===== src/rtl/star_mover.sv =====
// Star lifecycle controller: requests a spawn from the generator, moves the star
// once per frame tick, and retires it on hit, screen exit or lifetime expiry.
module star_mover #(
  parameter int X_MAX          = 599,
  parameter int Y_MAX          = 441,
  parameter int LIFE_FRAMES    = 255,
  parameter int RESPAWN_FRAMES = 30
) (
  input  logic               Clk,
  input  logic               Reset,
  input  logic               frame_clk,
  input  logic               run,
  input  logic               hit,
  input  logic signed [10:0] Spawn_X,
  input  logic signed [10:0] Spawn_Y,
  input  logic signed [10:0] Spawn_XM,
  input  logic signed [10:0] Spawn_YM,
  output logic               spawn_en,
  output logic signed [10:0] Star_X,
  output logic signed [10:0] Star_Y,
  output logic               star_on,
  output logic               caught,
  output logic               escaped
);

  typedef enum logic [2:0] {IDLE, REQ, LOAD, ACTIVE, DEAD} state_t;

  localparam logic signed [11:0] XLIM = 12'(X_MAX);
  localparam logic signed [11:0] YLIM = 12'(Y_MAX);
  localparam logic [8:0]         LIFE = 9'(LIFE_FRAMES);
  localparam logic [7:0]         RESP = 8'(RESPAWN_FRAMES);

  state_t             state, state_nx;
  logic               frame_clk_d, tick;
  logic signed [10:0] xm, ym;
  logic        [7:0]  life, respawn;
  logic signed [11:0] nx, ny;
  logic               off_screen, expire, zero_motion;

  assign tick = frame_clk & ~frame_clk_d;

  // 12-bit sums so a step past either edge cannot wrap back on screen
  assign nx = $signed({Star_X[10], Star_X}) + $signed({xm[10], xm});
  assign ny = $signed({Star_Y[10], Star_Y}) + $signed({ym[10], ym});
  assign off_screen  = (nx < 12'sd0) || (nx > XLIM) || (ny < 12'sd0) || (ny > YLIM);
  assign expire      = ({1'b0, life} + 9'd1) >= LIFE;
  assign zero_motion = (Spawn_XM == 11'sd0) && (Spawn_YM == 11'sd0);

  assign spawn_en = (state == REQ);

  always_comb begin
    state_nx = state;
    unique case (state)
      IDLE:    if (run) state_nx = REQ;
      REQ:     state_nx = LOAD;
      LOAD:    state_nx = zero_motion ? REQ : ACTIVE;
      ACTIVE:  if (hit || (tick && (off_screen || expire))) state_nx = DEAD;
      DEAD:    if (respawn == RESP) state_nx = REQ;
      default: state_nx = IDLE;
    endcase
    if (!run) state_nx = IDLE;
  end

  always_ff @(posedge Clk) begin
    if (Reset) begin
      state       <= IDLE;
      frame_clk_d <= 1'b0;
      Star_X      <= '0;
      Star_Y      <= '0;
      xm          <= '0;
      ym          <= '0;
      life        <= '0;
      respawn     <= '0;
      star_on     <= 1'b0;
      caught      <= 1'b0;
      escaped     <= 1'b0;
    end else begin
      state       <= state_nx;
      frame_clk_d <= frame_clk;
      star_on     <= (state_nx == ACTIVE);
      caught      <= 1'b0;
      escaped     <= 1'b0;
      if (!run) begin
        life    <= '0;
        respawn <= '0;
      end else begin
        unique case (state)
          LOAD: begin
            Star_X <= Spawn_X;
            Star_Y <= Spawn_Y;
            xm     <= Spawn_XM;
            ym     <= Spawn_YM;
            life   <= '0;
          end
          ACTIVE: begin
            // a hit wins over a same-cycle tick: no move, no escape
            if (hit) begin
              caught  <= 1'b1;
              respawn <= '0;
            end else if (tick) begin
              life <= life + 8'd1;
              if (off_screen || expire) begin
                escaped <= 1'b1;
                respawn <= '0;
              end else begin
                Star_X <= nx[10:0];
                Star_Y <= ny[10:0];
              end
            end
          end
          DEAD:    if (tick) respawn <= respawn + 8'd1;
          default: ;
        endcase
      end
    end
  end

endmodule


===== config.mk =====
export PLATFORM = sky130hd
export DESIGN_NAME = star_mover
export DESIGN_NICKNAME = d
export VERILOG_FILES = /design/src/rtl/star_mover.sv
export SDC_FILE = /design/constraint.sdc
export NUM_CORES = 1
export LEC_CHECK = 0
export ABC_AREA = 1
export CAP_MARGIN = 20
export CORE_MARGIN = 1
export CORE_UTILIZATION = 50
export CTS_BUF_LIST = sky130_fd_sc_hd__clkbuf_4 sky130_fd_sc_hd__clkbuf_8 sky130_fd_sc_hd__clkbuf_16
export DETAILED_ROUTE_END_ITERATION = 12
export GPL_ROUTABILITY_DRIVEN = 0
export HOLD_SLACK_MARGIN = 0.06
export PLACE_DENSITY = 0.76
export SETUP_SLACK_MARGIN = 0.1
export SLEW_MARGIN = 10
export SYNTH_ARGS = -nofsm -noshare
export SYNTH_HDL_FRONTEND = slang
export SYNTH_SLANG_ARGS = --single-unit

===== constraint.sdc =====
create_clock -name Clk -period 4.14 [get_ports Clk]
set_input_delay 0.828 -clock Clk [delete_from_list [all_inputs] [get_ports Clk]]
set_output_delay 0.828 -clock Clk [all_outputs]
set_load 0.02 [all_outputs]

==> run summary, run 1 <==
antenna viol nets, final = 0
htree depth = 3
Final Util = 62.75%
crit-path max FO = 11
post-synth top area share = 30.11%
DRC = 0
final hold vios = 0
Arr. time, crit path = 3.30 ns
cell area after synthesis = 4454 um^2
Place WS = 1.172 ns
Min-Delay Path Class = flip-flop to flip-flop
layout cells sized above 1 = 6.667%
R2R Path Start = Star_X[0]$_SDFFE_PP0P_
CP startpoint kind = flip-flop
Yosys reg bits = 67
CP Capture Type = flip-flop
hold buffers post-CTS = 0
CTS Buffer Depth = 2
Final Net Count = 837
flop2flop setup slack = 1.12 ns
row cnt = 34
setup TNS = 0 ns
FF-to-FF End = respawn[1]$_SDFFE_PP0P_
clock share of power = 41.0%
critical path type = flip-flop to flip-flop
Rel. slew slack = 52.80%
First-pass DRT Iterations = 6
via count = 4642
area occupied by multi-input gates = 2711 um^2
Leak = 2.392 nW
fillcell total = 822
Switching Fraction = 25.67%
first-pass GRT wire length = 19.58 mm
CTS root buf = clkbuf_8
Switch Pwr = 0.0003531 W
GRT Total Usage = 27.26%
port bufs = 74
max frequency = 331.6 MHz
Yosys top cell by area = dfxtp_1
vias in the first global route = 4286
top cells by area, synth = dfxtp_1 30%, nand2_1 16%, ha_1 7.3%, nor2_1 7.2%, inv_1 6.2%
die width = 96.39 um
Max-Cap Viols = 0
initial antenna violation count = 0
RSZ-0062 raised after global routing = false
register area = 1341 um^2
largest net degree at the start of global routing = 29
die area = 9290 um^2
CTS tree = done
cts bufs inserted = 9
Setup-failing EPs final = 0
ANT cells = 0
Power Density = 252.6 nW/um^2
setup bufs post-CTS = 0
Post-synth top flop = dfxtp_1
VDD IR max = 0.1421 mV
Via density = 5.317
combinational power share = 11.0%
Mean Syn Cell Area = 6.428 um^2
worst reg2reg path depth = 17
Slew Limit Fails = 0
Area Overhead vs Synth = 22.25%
setup ws final = 1.124 ns
Clock Pin Slew Worst Setup and Hold Paths = 0.09 ns
number of enable flip-flop cells after synthesis = 0
Seq/Total Area, Yosys = 30.11%
I/O pins = 75
Worst EP required = 4.43 ns
synth unique cells = 38
Post-Synthesis Cells = 693
Seq pwr share = 48.0%
worst hold path depth = 2
Resized cells post-CTS = 0
Initial DRC Count = 196
Hold Startpoint = respawn[3]$_SDFFE_PP0P_
gr ovfl total = 0
die height = 96.39 um
Int Power = 0.001022 W
hold-critical path endpoint = respawn[3]$_SDFFE_PP0P_
fin crit period = 3.016 ns
total power = 0.001375 W
starting density of the core = 51.33%
Hold Worst Slack = 0.4833 ns
Total Routed Length = 11.82 mm
final worst path period share = 72.84%
post-synth net total = 770
ys async rst share = 0%
Placeable Area = 8678 um^2
outcome = complete, no violations
Slew @ Worst Pin = 0.7033 ns
clock sinks = 67
Final HPWL DP = 8.855 mm
Clock Skew = 0.01638 ns
yosys synthesis warning count = 0
Wirelength per Cell = 13.54 um
clk_lat worst skew = 0.36 ns
## layout by cell type (no fill, tap or decap), types with 10 or more instances in the layout
master | synthesis | layout
a21oi_1 | 54 | 54
clkbuf_8 | 0 | 10
clkdlybuf4s50_1 | 0 | 74
dfxtp_1 | 67 | 67
ha_1 | 26 | 26
inv_1 | 73 | 73
nand2_1 | 188 | 188
nand2_2 | 13 | 13
nand3_1 | 52 | 52
nand4_1 | 15 | 15
nor2_1 | 85 | 85
o21ai_0 | 39 | 39
## kinds of logic after synthesis
group | Yosys count | share of synthesized area (%)
AO/OA/AOI/OAI | 111 | 13.40
XOR/XNOR | 8 | 1.573
adder cells (fa/ha/maj) | 28 | 8.202
buffers and inverters | 98 | 9.017
flip-flops | 67 | 30.11
AND/OR/NAND/NOR | 381 | 37.70
## registers in the layout, indices dropped and copies added (netlist names)
signal / flops
life: 8
Star_X: 11
ym: 11
respawn: 8
caught: 1
state: 3
escaped: 1
xm: 11
frame_clk_d: 1
star_on: 1
Star_Y: 11
## power groups by stage
stage                     clock network, W  logic [W]  registers, W
after floorplan                          0  0.0000708      0.000677
after global placement                   0   0.000147      0.000675
after detailed placement                 0   0.000149      0.000676
after CTS                         0.000572   0.000150      0.000661
after global routing              0.000601   0.000167      0.000662
final                             0.000563   0.000151      0.000661
## Yosys cell counts (all sizes together) (17+ instances only)
| library cell | count |
|---|---|
| a21oi | 56 |
| clkbuf | 17 |
| dfxtp | 67 |
| ha | 26 |
| inv | 75 |
| nand2 | 203 |
| nand3 | 55 |
| nand4 | 17 |
| nor2 | 89 |
| o21ai | 41 |
## through the flow
| step | cell area, um^2 | cells |
|---|---|---|
| after floorplan | 4454 | 693 |
| after global placement | 5244 | 857 |
| after detailed placement | 5244 | 857 |
| after CTS | 5445 | 873 |
| after global routing | 5445 | 873 |
| final | 5445 | 873 |
## critical path, stage by stage, from the launching register on
cell      delay [ns]
dfxtp_1         0.37
ha_1            0.25
inv_1           0.08
fa_1            0.40
nand3b_1        0.22
nand2_2         0.12
nand2_2         0.06
nand2_2         0.06
nand2_1         0.06
nand2_1         0.06
nand2_1         0.06
nand2_1         0.09
nand3_2         0.11
nor2_4          0.18
nand4_2         0.33
nand3_2         0.28
nand2_1         0.09
a21oi_1         0.13
## worst max-delay path by stage
stage	start	end	slack, ns	depth (start not counted)
after global placement	frame_clk	Star_Y[1]$_SDFFE_PP0P_	1.25	11
after detailed placement	Star_X[0]$_SDFFE_PP0P_	respawn[6]$_SDFFE_PP0P_	1.17	17
final	Star_X[0]$_SDFFE_PP0P_	respawn[1]$_SDFFE_PP0P_	1.12	17
after CTS	Star_X[0]$_SDFFE_PP0P_	respawn[6]$_SDFFE_PP0P_	1.17	17
after global routing	Star_X[0]$_SDFFE_PP0P_	respawn[4]$_SDFFE_PP0P_	0.91	17
after floorplan	Star_X[0]$_SDFFE_PP0P_	Star_X[1]$_SDFFE_PP0P_	1.55	18
## routing by layer
| layer | vias up | share of wire, % | global-route usage [%] |
|---|---|---|---|
| li1 | 2397 | - | - |
| met1 | 2105 | 47 | 35.48 |
| met2 | 124 | 46 | 44.80 |
| met3 | 16 | 5.7 | 5.712 |
| met4 | 0 | 1.6 | 9.314 |
| met5 | - | 0 | 0 |
## layout make-up
type,count,share of cell area (%)
multi-input cells,528,49.79
flip-flops and latches,67,24.63
repair buffers,78,14.15
inverters,76,5.239
clock buffers,10,2.528
well taps,108,2.482
clock inverters,6,1.172
Power figures use the tool's default switching activity.
==> run 2: changes to the inputs <==
Clock period 4.14 ns to 2.86 ns, I/O delays scaled along.
==> run summary, run 2 (synthesis gave the netlist of run 1 again) <==
Initial DRC Count = 212 (was 196)
Max-Cap Viols = 0 (unchanged)
htree depth = 3 (unchanged)
die area = 9290 um^2 (unchanged)
die height = 96.39 um (unchanged)
most frequent cells in the layout = 188 x nand2_1, 85 x nor2_1, 74 x clkdlybuf4s50_1 (unchanged)
CP startpoint kind = flip-flop (unchanged)
starting density of the core = 51.33% (unchanged)
Min-Delay Path Class = flip-flop to flip-flop (unchanged)
total power = 0.001867 W (was 0.001375 W)
cts bufs inserted = 9 (unchanged)
Placeable Area = 8678 um^2 (unchanged)
die width = 96.39 um (unchanged)
DRC = 0 (unchanged)
flop2flop setup slack = 0.23 ns (was 1.12 ns)
port bufs = 74 (unchanged)
Final HPWL DP = 9.107 mm (was 8.855 mm)
Leak = 2.422 nW (was 2.392 nW)
final hold vios = 0 (unchanged)
max frequency = 379.6 MHz (was 331.6 MHz)
initial antenna violation count = 0 (unchanged)
ANT cells = 0 (unchanged)
Slew Limit Fails = 0 (unchanged)
Area Overhead vs Synth = 25.81% (was 22.25%)
CP Capture Type = flip-flop (unchanged)
fin crit period = 2.634 ns (was 3.016 ns)
commonest non-fill, non-tap cell in the layout = nand2_1 (unchanged)
worst hold path depth = 2 (unchanged)
Slew @ Worst Pin = 0.7827 ns (was 0.7033 ns)
clk_lat worst skew = 0.35 ns (was 0.36 ns)
Final Util = 64.58% (was 62.75%)
critical path type = flip-flop to flip-flop (unchanged)
antenna viol nets, final = 0 (unchanged)
Wirelength per Cell = 14.48 um (was 13.54 um)
GRT Total Usage = 28.58% (was 27.26%)
Clock Skew = 0.008334 ns (was 0.01638 ns)
Arr. time, crit path = 2.91 ns (was 3.30 ns)
Hold Worst Slack = 0.4833 ns (about the same)
Final Net Count = 848 (was 837)
CTS root buf = clkbuf_8 (unchanged)
Rel. slew slack = 47.76% (was 52.80%)
largest net degree at the start of global routing = 29 (unchanged)
RSZ-0062 raised after global routing = false (unchanged)
Power Density = 333.2 nW/um^2 (was 252.6 nW/um^2)
crit-path max FO = 7 (was 11)
worst reg2reg path depth = 16 (was 17)
CTS tree = done (unchanged)
Via density = 5.475 (was 5.317)
VDD IR max = 0.1785 mV (was 0.1421 mV)
First-pass DRT Iterations = 5 (was 6)
Setup-failing EPs final = 0 (unchanged)
clock sinks = 67 (unchanged)
Total Routed Length = 12.77 mm (was 11.82 mm)
I/O pins = 75 (unchanged)
gr ovfl total = 0 (unchanged)
outcome = complete, no violations (unchanged)
first-pass GRT wire length = 20.49 mm (was 19.58 mm)
final worst path period share = 92.10% (was 72.84%)
Worst EP required = 3.14 ns (was 4.43 ns)
vias in the first global route = 4526 (was 4286)
layout cells sized above 1 = 9.432% (was 6.667%)
Clock Pin Slew Worst Setup and Hold Paths = 0.07 ns (was 0.09 ns)
row cnt = 34 (unchanged)
setup TNS = 0 ns (unchanged)
CTS Buffer Depth = 2 (unchanged)
via count = 4829 (was 4642)
[run 2: metrics by stage]
step,instance area (um^2),std cells,setup WS (ns)
6_report,5604,882,0.2260
2_1_floorplan,4454,693,0.2731
5_1_grt,5604,882,0.09401
3_3_place_gp,5274,861,0.1514
4_1_cts,5458,876,0.1283
3_5_place_dp,5274,861,0.04494
[run 2: final timing paths]
path	startpoint	end
setup / recovery	Star_X[0]$_SDFFE_PP0P_	Star_X[7]$_SDFFE_PP0P_
hold / removal	Star_Y[0]$_SDFFE_PP0P_	Star_Y[0]$_SDFFE_PP0P_
setup reg to reg	Star_X[0]$_SDFFE_PP0P_	Star_X[7]$_SDFFE_PP0P_
hold reg to reg	Star_Y[0]$_SDFFE_PP0P_	Star_Y[0]$_SDFFE_PP0P_
[run 2: power breakdown]
| group | switching (W) | leakage [nW] | internal, W | total (W) |
|---|---|---|---|---|
| sequential | 0.00000994 | 0.543 | 0.000946 | 0.000956 |
| clock | 0.000368 | 0.0850 | 0.000309 | 0.000676 |
| combinational | 0.000121 | 1.79 | 0.000113 | 0.000234 |
[run 2: timing repair]
item / 4_1_cts / 5_1_grt
setup endpoints to repair: 10 / 34
setup buffers: 1 / 4
pin swaps: 0 / 7
resized for setup: 3 / 20
gates cloned: 0 / 2
hold buffers: 0 / 0
hold endpoints to repair: 0 / 0
[run 2: critical path: stages (launching register included)]
cell and delay [ns]:
dfxtp_2 0.36, ha_4 0.14, inv_1 0.05, fa_2 0.35
nand3b_1 0.22, nand2_2 0.12, nand3_1 0.10, nand2_1 0.07
nand2_1 0.05, nand2_1 0.09, nand3_2 0.11, a21oi_4 0.26
nand2_4 0.10, nand2_8 0.12, buf_6 0.14, o2111ai_1 0.10
a21oi_1 0.17
[run 2: per-layer routing]
layer	routed length, um	part of all wire (%)	global-route usage, %
met5	0	0	0
met3	868	6.8	4.538
met4	362	2.8	11.64
met2	6069	48	48.82
met1	5469	43	35.83
[run 2: final cells by class]
class	instances	area, um^2
clock inverter	4	20.02
timing repair buffer	88	874.6
sequential	67	1345
clock buffer	10	131.4
inverter	76	285.3
tap	108	135.1
fill	810	3074
multi-input combinational	529	2813
==> run 3: changes to the inputs <==
Settings changed: CAP_MARGIN 20 to unset.
==> results of run 3 <==
Final layout, timing and power as in run 2 (identical DEF).
